<file path="src/rtl/commit_monitor_pkg.sv">
// Shared types for the retirement-stream monitor.
// Latency: n/a (types and helpers only).
// Backpressure: n/a.
// Contents: the 3-bit monitor state encoding and a helper that tells
// whether a state still records trace entries.
package commit_monitor_pkg;

  typedef enum logic [2:0] {
    ST_IDLE    = 3'd0,
    ST_RUN     = 3'd1,
    ST_HALTED  = 3'd2,
    ST_TIMEOUT = 3'd3,
    ST_ERROR   = 3'd4
  } mon_state_t;

  // Only the two live states push retired PCs into the trace buffer.
  function automatic logic is_tracing(input mon_state_t s);
    return (s == ST_IDLE) || (s == ST_RUN);
  endfunction

endpackage

</file>
<file path="src/rtl/trace_fifo.sv">
// Synchronous trace FIFO holding retired PCs for the host.
// Latency: a push is visible at the head one cycle later (no fall-through).
// Backpressure: a push into a full FIFO is dropped unless a pop happens in the same cycle.
// Ports: clk, rst (async active-low), clear (sync), push/din, pop,
//        dout (head), valid (not empty), full.
module trace_fifo #(
  parameter int WIDTH = 32,
  parameter int DEPTH = 8
) (
  input  logic             clk,
  input  logic             rst,
  input  logic             clear,
  input  logic             push,
  input  logic [WIDTH-1:0] din,
  input  logic             pop,
  output logic [WIDTH-1:0] dout,
  output logic             valid,
  output logic             full
);

  localparam int AW = $clog2(DEPTH);

  // Pointers carry one extra wrap bit so full and empty can be told apart.
  logic [AW:0]      wr_ptr;
  logic [AW:0]      rd_ptr;
  logic [WIDTH-1:0] mem [DEPTH];
  logic             empty;
  logic             do_push;
  logic             do_pop;

  assign empty   = (wr_ptr == rd_ptr);
  assign full    = (wr_ptr[AW] != rd_ptr[AW]) && (wr_ptr[AW-1:0] == rd_ptr[AW-1:0]);
  assign do_pop  = pop && !empty;
  // When full, a simultaneous pop frees the slot the push is about to use.
  assign do_push = push && (!full || do_pop);

  assign valid = !empty;
  assign dout  = mem[rd_ptr[AW-1:0]];

  always_ff @(posedge clk or negedge rst) begin
    if (!rst) begin
      wr_ptr <= '0;
      rd_ptr <= '0;
      for (int i = 0; i < DEPTH; i++) mem[i] <= '0;
    end else if (clear) begin
      wr_ptr <= '0;
      rd_ptr <= '0;
      for (int i = 0; i < DEPTH; i++) mem[i] <= '0;
    end else begin
      if (do_push) begin
        mem[wr_ptr[AW-1:0]] <= din;
        wr_ptr              <= wr_ptr + 1'b1;
      end
      if (do_pop) rd_ptr <= rd_ptr + 1'b1;
    end
  end

endmodule

</file>
<file path="src/rtl/commit_monitor.sv">
// Checks PC linkage of the retirement stream, detects halt and watchdog timeout, traces PCs.
// Latency: all outputs registered; effects of a commit are visible the cycle after it is sampled.
// Backpressure: trace port is valid/ready; a full trace buffer drops new PCs and sets overflow.
// Ports: clk, rst (async active-low), commit/commit_pc/commit_pre_pc (retire stream),
//        clear (sync soft clear), trace_valid/trace_ready/trace_pc (host drain),
//        commit_cnt, state, halted, timeout, seq_err, overflow, err_pc (status).
module commit_monitor
  import commit_monitor_pkg::*;
#(
  parameter int XLEN        = 32,
  parameter int DEPTH       = 8,
  parameter int WDOG_CYCLES = 1024,
  parameter int HALT_REPEAT = 4
) (
  input  logic            clk,
  input  logic            rst,
  input  logic            commit,
  input  logic [XLEN-1:0] commit_pc,
  input  logic [XLEN-1:0] commit_pre_pc,
  input  logic            clear,
  output logic            trace_valid,
  input  logic            trace_ready,
  output logic [XLEN-1:0] trace_pc,
  output logic [31:0]     commit_cnt,
  output logic [2:0]      state,
  output logic            halted,
  output logic            timeout,
  output logic            seq_err,
  output logic            overflow,
  output logic [XLEN-1:0] err_pc
);

  localparam int WW = $clog2(WDOG_CYCLES + 1);
  localparam int RW = $clog2(HALT_REPEAT + 1);

  mon_state_t      st;
  logic [XLEN-1:0] last_pc;
  logic [WW-1:0]   wdog;
  logic [RW-1:0]   rep;
  logic            push;
  logic            pop;
  logic            fifo_full;

  assign state = st;
  assign push  = commit && !clear && is_tracing(st);
  assign pop   = trace_valid && trace_ready;

  trace_fifo #(
    .WIDTH (XLEN),
    .DEPTH (DEPTH)
  ) u_trace_fifo (
    .clk   (clk),
    .rst   (rst),
    .clear (clear),
    .push  (push),
    .din   (commit_pc),
    .pop   (trace_ready),
    .dout  (trace_pc),
    .valid (trace_valid),
    .full  (fifo_full)
  );

  always_ff @(posedge clk or negedge rst) begin
    if (!rst) begin
      st         <= ST_IDLE;
      last_pc    <= '0;
      wdog       <= '0;
      rep        <= '0;
      commit_cnt <= '0;
      halted     <= 1'b0;
      timeout    <= 1'b0;
      seq_err    <= 1'b0;
      overflow   <= 1'b0;
      err_pc     <= '0;
    end else if (clear) begin
      st         <= ST_IDLE;
      last_pc    <= '0;
      wdog       <= '0;
      rep        <= '0;
      commit_cnt <= '0;
      halted     <= 1'b0;
      timeout    <= 1'b0;
      seq_err    <= 1'b0;
      overflow   <= 1'b0;
      err_pc     <= '0;
    end else begin
      // Counting and PC history continue even in the terminal states.
      if (commit) begin
        commit_cnt <= commit_cnt + 32'd1;
        last_pc    <= commit_pc;
      end
      if (push && fifo_full && !pop) overflow <= 1'b1;

      case (st)
        ST_IDLE: begin
          // First retirement has no predecessor to check against.
          if (commit) begin
            st   <= ST_RUN;
            wdog <= '0;
            rep  <= '0;
          end
        end
        ST_RUN: begin
          if (commit) begin
            wdog <= '0;
            if (commit_pre_pc != last_pc) begin
              st      <= ST_ERROR;
              seq_err <= 1'b1;
              err_pc  <= commit_pc;
            end else if (commit_pc == commit_pre_pc) begin
              if (rep == RW'(HALT_REPEAT - 1)) begin
                st     <= ST_HALTED;
                halted <= 1'b1;
              end
              rep <= rep + 1'b1;
            end else begin
              rep <= '0;
            end
          end else if (wdog == WW'(WDOG_CYCLES)) begin
            // Fires on the cycle after the count reaches the limit, i.e.
            // WDOG_CYCLES+1 commit-free cycles after the last retirement.
            st      <= ST_TIMEOUT;
            timeout <= 1'b1;
          end else begin
            wdog <= wdog + 1'b1;
          end
        end
        default: ;
      endcase
    end
  end

endmodule

</file>
<file path="config.mk">
export PLATFORM = sky130hd
export DESIGN_NAME = commit_monitor
export DESIGN_NICKNAME = d
export VERILOG_FILES = /design/src/rtl/commit_monitor_pkg.sv /design/src/rtl/trace_fifo.sv /design/src/rtl/commit_monitor.sv
export SDC_FILE = /design/constraint.sdc
export NUM_CORES = 1
export LEC_CHECK = 0
export ABC_CLOCK_PERIOD_IN_PS = 2450
export BUFFER_PORTS_ARGS = -buffer_cell sky130_fd_sc_hd__buf_2
export CORE_UTILIZATION = 50
export CTS_CLUSTER_SIZE = 8
export DETAILED_ROUTE_END_ITERATION = 16
export MAX_ROUTING_LAYER = met4
export PLACE_DENSITY_LB_ADDON = 0.05
export REMOVE_ABC_BUFFERS = 1
export SKIP_CTS_REPAIR_TIMING = 1
export SYNTH_ARGS = -nofsm -noshare
export SYNTH_HDL_FRONTEND = slang
export SYNTH_SLANG_ARGS = --single-unit
</file>
<file path="constraint.sdc">
create_clock -name clk -period 2.45 [get_ports clk]
set_input_delay 0.245 -clock clk [delete_from_list [all_inputs] [get_ports clk]]
set_output_delay 0.245 -clock clk [all_outputs]
set_load 0.02 [all_outputs]
</file>
==> results of run 1 <==
[power groups by stage]
stage,Combinational [mW],Clock (mW),Sequential (mW)
global placement,1.83,0,6.61
floorplan,0.699,0,6.76
detailed placement,1.83,0,6.61
finish,2.06,6.53,6.52
CTS,1.84,6.64,6.51
global route,2.21,6.88,6.52
[metal layers]
| layer | share of wire | track usage |
|---|---|---|
| met5 | 0 | - |
| met3 | 0.073 | 0.05921 |
| met1 | 0.43 | 0.4202 |
| met2 | 0.47 | 0.4731 |
| met4 | 0.024 | 0.08825 |
[cells by family (layout without fill, tap and decap cells)]
group	count (synthesis)	after routing	share of synthesized area
buf+inv	182	343	0.04754
xor+xnor	109	109	0.05045
compound gates	352	352	0.09542
fa+ha+maj	7	7	0.004628
flops	381	381	0.5039
simple gates	795	795	0.1849
mux	130	130	0.1132
other cells	0	2	0
[state kept, by name (all words and copies together), names as in the netlist]
register	count
halted	1
overflow	1
timeout	1
u_trace_fifo.rd_ptr	4
u_trace_fifo.wr_ptr	4
commit_cnt	32
err_pc	32
u_trace_fifo.mem	256
last_pc	32
wdog	11
seq_err	1
rep	3
state	3
[cell type report]
class                   count  area (um2)  share of cell area
clock inverters             2       13.76           0.0006167
inverters                  10       37.54            0.001682
multi-input cells        1393        8533              0.3824
diodes                      2       5.005           0.0002243
clock buffers              57        1384             0.06201
well taps                 504       630.6             0.02826
repair buffers            274        2173             0.09738
flip-flops and latches    381        9540              0.4275
[through the flow]
| step | utilization | setup WS, ps | power (mW) | instance area, um2 |
|---|---|---|---|---|
| 4_1_cts | 0.5939 | -284.0 | 14.99 | 21950 |
| 3_5_place_dp | 0.5561 | 220.3 | 8.445 | 20550 |
| 2_1_floorplan | - | -2265 | 7.462 | 18060 |
| 3_3_place_gp | 0.5561 | 233.6 | 8.431 | 20550 |
| 6_report | 0.6038 | -197.2 | 15.11 | 22320 |
| 5_1_grt | 0.6038 | -236.9 | 15.61 | 22320 |
[cell usage after synthesis (2+ instances only)]
cell type and number:
ha_1 7, and2_0 2, nand2b_1 37, inv_1 10, and4_1 7, o31ai_1 2
and3_1 11, nor2b_1 35, nor3_1 4, nand3_1 21, a22o_1 2, buf_6 7
buf_2 70, o22ai_1 3, clkbuf_1 66, buf_4 20, nand3b_2 3, mux2i_1 34
a31oi_1 2, xnor2_1 53, mux4_2 64, nor2_1 89, a21oi_1 263, mux2_2 32
buf_1 8, nand3_2 3, and2_1 2, and3b_1 3, nand4_1 20, o21ai_1 9
dfrtp_1 381, xor2_1 56, nor4_1 12, nand2_1 533, o21ai_0 67, or2_2 3
[worst max-delay path, stage by stage (launching register included)]
cell and delay, ps:
dfrtp_4 470, buf_12 200, buf_16 150, mux4_2 530, mux2_2 290, buf_4 160
[final timing paths]
path,start,endpoint
min in group asynchronous,rst,commit_cnt[20]$_DFFE_PN0P_
hold reg to reg,wdog[10]$_DFFE_PN0P_,wdog[10]$_DFFE_PN0P_
setup reg to reg,u_trace_fifo.rd_ptr[0]$_DFFE_PN0P_,u_trace_fifo.mem[74]$_DFFE_PN0P_
max in group asynchronous,rst,u_trace_fifo.mem[118]$_DFFE_PN0P_
hold / removal,commit_pc[20],u_trace_fifo.mem[212]$_DFFE_PN0P_
setup / recovery,u_trace_fifo.rd_ptr[0]$_DFFE_PN0P_,trace_pc[6]
==> results.json, run 1 <==
{
  "worst_slew_pin_slew_ps": 926.3,
  "switching_power_mw": 3.921,
  "fin_crit_ps": 2647,
  "sw_frac_of_total": 0.2595,
  "r2r_cells": 8,
  "gp_congestion": 0.8657,
  "dr.pass1.iters": 5,
  "share_comb_of_total_power": 0.137,
  "cts_buffer_depth": 3,
  "intPower_mw": 11.19,
  "ys_seq_elements": 381,
  "fmax_mhz": 377.8,
  "crit_fanout": 8,
  "crit_required_ps": 2200,
  "cp-end-kind": "output port",
  "drive_gt1_frac": 0.2102,
  "critPathKind": "flop to output port",
  "hpwl_mm": 35.67,
  "clkPwrFrac": 0.432,
  "ys_warn_count": 0,
  "grt.total_usage": 0.3086,
  "dieWidth_um": 196.5,
  "std_cell_rows": 70,
  "mostFrequentLayoutCells": "nand2_1 (533), dfrtp_1 (378), a21oi_1 (263)",
  "routed_wl_mm": 57.10,
  "overflow": 0,
  "post-route-drc-count": 0,
  "slew_headroom": 0.3824,
  "finalNonFillerCells": 2623,
  "dp.cells": 2549,
  "cap_violations": 0,
  "htree_levels": 2,
  "power-per-cell-area_nw_per_um2": 677.1,
  "hold_viol": 0,
  "clkSinkCount": 381,
  "ys_async_sr_fraction": 1.000,
  "fin_nets": 2189,
  "io_buffers": 172,
  "cts_made_buffers": 53,
  "yosys_most_used_dff": "dfrtp_1",
  "io_pins": 173,
  "die_h_um": 196.5,
  "final.setup_skew_ps": 11.15,
  "routed_via_density": 5.715,
  "startpoint_type": "flop",
  "yosysTopAreaCell": "dfrtp_1",
  "arrival_ps": 2400,
  "grt_pass1_vias": 14740,
  "fin_crit_sh": 1.080,
  "clk_latency_ps": 590,
  "ant_nets": 0,
  "antenna_found_initial": 2,
  "syn_to_final_growth_pct": 17.95,
  "clkTransAtPathRegs_ps": 50,
  "p_leak_nw": 9.786,
  "hold_slack_ps": 6.814,
  "layout_commonest_cell": "nand2_1",
  "hold_path_class": "input pin to flop",
  "setup_viol": 32,
  "wl_per_cell_um": 21.77,
  "slew_violations": 0,
  "ys_types": 51,
  "whs_path_depth": 3,
  "drt_iter0_markers": 1237,
  "start_util": 0.5119,
  "violations": "setup timing",
  "syn_area_um2": 18920,
  "fillers": 3246,
  "grt_max_degree": 187,
  "layout_setup_ws_ps": -197.2,
  "status": "finished, violations left",
  "avgSynthCellArea_um2": 9.674,
  "yosys.area.top_type_share": 0.5039,
  "vias": 14990,
  "cts_tree": "built",
  "seq_area_frac_synth": 0.5039,
  "netlist_instances": 1956,
  "grt_pass1_wl_mm": 87.48,
  "synth-edff-count": 0,
  "synth_area_leaders": "dfrtp_1 (50%), nand2_1 (11%), mux4_2 (7.6%)",
  "dieArea_um2": 38630,
  "setup_tns_ps": -5346,
  "reg2reg_slack_ps": 200,
  "clockRootBuffer": "clkbuf_16",
  "seqPwrFrac": 0.431,
  "peakVddDrop_mv": 0.5430,
  "grt_setup_unrepaired": "yes",
  "core_area_um2": 36960
}
(Power assumes the default switching activity.)
==> run 2, diff against run 1 <==
--- a/config.mk
+++ b/config.mk
@@ -12,7 +12,6 @@
 export DETAILED_ROUTE_END_ITERATION = 16
 export MAX_ROUTING_LAYER = met4
 export PLACE_DENSITY_LB_ADDON = 0.05
-export REMOVE_ABC_BUFFERS = 1
 export SKIP_CTS_REPAIR_TIMING = 1
 export SYNTH_ARGS = -nofsm -noshare
 export SYNTH_HDL_FRONTEND = slang
==> run 2 against run 1 <==
  * Final cell count is 0.72% lower
  * Largest cell class unchanged
  * Non-clock buffer count is 19 lower
  * Clock power is 2% lower
  * Routed wire length is 3.1% higher
  * Maximum frequency is 2.3% higher
  * The run still ends with setup timing left
==> results.json, run 2 (synthesized netlist as in run 1, its figures left out) <==
{
  "ant_nets": 0,
  "crit_slowest_cell": "mux4_2",
  "grt.total_usage": 0.3123,
  "peakVddDrop_mv": 0.5345,
  "arrival_ps": 2340,
  "fin_crit_ps": 2589,
  "clkPwrFrac": 0.427,
  "clk_latency_ps": 580,
  "hold_viol": 0,
  "hold_slack_ps": 41.72,
  "path_buf_inv": 3,
  "worst_slew_pin_slew_ps": 1019,
  "grt_pass1_vias": 14990,
  "overflow": 0,
  "grt_max_degree": 211,
  "synth_nets": 2032,
  "largest_reg_flops": 256,
  "seqPwrFrac": 0.433,
  "io_pins": 173,
  "final.setup_skew_ps": 13.86,
  "worstSetupStartpoint": "u_trace_fifo.rd_ptr[0]$_DFFE_PN0P_",
  "start_util": 0.5119,
  "regArea_um2": 9540,
  "switching_power_mw": 3.941,
  "routed_via_density": 5.760,
  "gp_congestion": 0.8396,
  "cp_top_family": "multiplexers",
  "crit_fanout": 6,
  "finalNonFillerCells": 2604,
  "io_buffers": 172,
  "multi_input_area_um2": 8542,
  "core_area_um2": 36960,
  "cts_made_buffers": 53,
  "share_comb_of_total_power": 0.141,
  "fmax_mhz": 386.3,
  "cts_buffer_depth": 3,
  "cts_tree": "built",
  "sw_frac_of_total": 0.2617,
  "fillers": 3193,
  "violations": "setup timing",
  "fin_crit_sh": 1.057,
  "path_cells": "buf_8 > clkbuf_16 > mux4_2 > mux2_2 > buf_4",
  "layout_commonest_cell": "nand2_1",
  "mostFrequentLayoutCells": "nand2_1 (533), dfrtp_1 (378), a21oi_1 (263)",
  "dp.cells": 2527,
  "routed_wl_mm": 58.86,
  "setup_viol": 32,
  "wl_per_cell_um": 22.60,
  "hpwl_mm": 35.53,
  "timing.rr.start": "u_trace_fifo.rd_ptr[0]$_DFFE_PN0P_",
  "min_from": "commit_pc[25]",
  "hold_path_class": "input pin to flop",
  "dieWidth_um": 196.5,
  "setup_tns_ps": -3471,
  "grt_setup_unrepaired": "yes",
  "startpoint_type": "flop",
  "stdcell_area_um2": 22230,
  "fin_nets": 2170,
  "syn_to_final_growth_pct": 17.48,
  "grt_pass1_wl_mm": 89.15,
  "top_register": "u_trace_fifo.mem",
  "power-per-cell-area_nw_per_um2": 677.5,
  "clockRootBuffer": "clkbuf_16",
  "utilization": 0.6014,
  "drt-met1-wl_mm": 25.43,
  "highest_layer": "met4",
  "max_stage_delay_ps": 510,
  "antenna_found_initial": 1,
  "drive_gt1_frac": 0.2035,
  "cap_violations": 0,
  "p_total_mw": 15.06,
  "cp-end-kind": "output port",
  "vias": 15000,
  "clkTransAtPathRegs_ps": 50,
  "die_h_um": 196.5,
  "critPathKind": "flop to output port",
  "intPower_mw": 11.12,
  "layout_setup_ws_ps": -138.7,
  "dr.pass1.iters": 5,
  "crit_required_ps": 2200,
  "htree_levels": 2,
  "std_cell_rows": 70,
  "status": "finished, violations left",
  "post-route-drc-count": 0,
  "pre_cts_slack_ps": 213.3,
  "slew_headroom": 0.3205,
  "slew_violations": 0,
  "p_leak_nw": 9.720,
  "met3_length_mm": 4.252,
  "wl_met2_mm": 27.96,
  "clkSinkCount": 381,
  "drt_iter0_markers": 1165,
  "place_area_um2": 20360,
  "dieArea_um2": 38630
}
==> run 2: changes by cell type in the layout (fill, tap and decap cells not counted), moves of 2 or more <==
| cell | delta |
|---|---|
| buf_6 | +7 |
| buf_2 | -2 |
| buf_4 | -28 |
| mux2_2 | -3 |
| buf_12 | +3 |
| mux2_4 | +3 |
==> run 2: tightest hold or removal path, delay by kind of cell <==
family / cells / cell delay [ps]
AND/OR/NAND/NOR: 1 / 90
buffers and inverters: 1 / 180
AO/OA/AOI/OAI: 1 / 50
==> run 2: per-layer routing <==
metal,up-vias,global-route usage
li1,6797,-
met1,7560,0.4248
met2,552,0.4882
met3,90,0.04825
met4,0,0.08825
met5,-,-
==> run 2: worst paths after layout <==
path / slack (ps) / cells after the start / endpoint
worst max register to register: 90 / 10 / u_trace_fifo.wr_ptr[3]$_DFFE_PN0P_
worst min-delay path: 40 / 3 / u_trace_fifo.mem[185]$_DFFE_PN0P_
worst max-delay path: -140 / 5 / trace_pc[23]
max in group asynchronous: 1390 / 4 / commit_cnt[31]$_DFFE_PN0P_
min in group asynchronous: 210 / 2 / err_pc[31]$_DFFE_PN0P_
worst min register to register: 490 / 1 / wdog[10]$_DFFE_PN0P_
==> run 2: layout make-up <==
type / count / share of cell area
multi-input combinational: 1393 / 0.3843
clock buffer: 57 / 0.06079
inverter: 10 / 0.001689
antenna: 2 / 0.0002251
sequential: 381 / 0.4292
tap: 504 / 0.02837
clock inverter: 2 / 0.0007880
timing repair buffer: 255 / 0.09468
==> run 2: power groups by stage <==
| stage | Clock (mW) | Combinational (mW) | Sequential [mW] |
|---|---|---|---|
| floorplan | 0 | 1.03 | 6.63 |
| global placement | 0 | 1.76 | 6.61 |
| detailed placement | 0 | 1.77 | 6.61 |
| CTS | 6.55 | 1.78 | 6.51 |
| global route | 6.77 | 2.26 | 6.52 |
| finish | 6.42 | 2.12 | 6.51 |
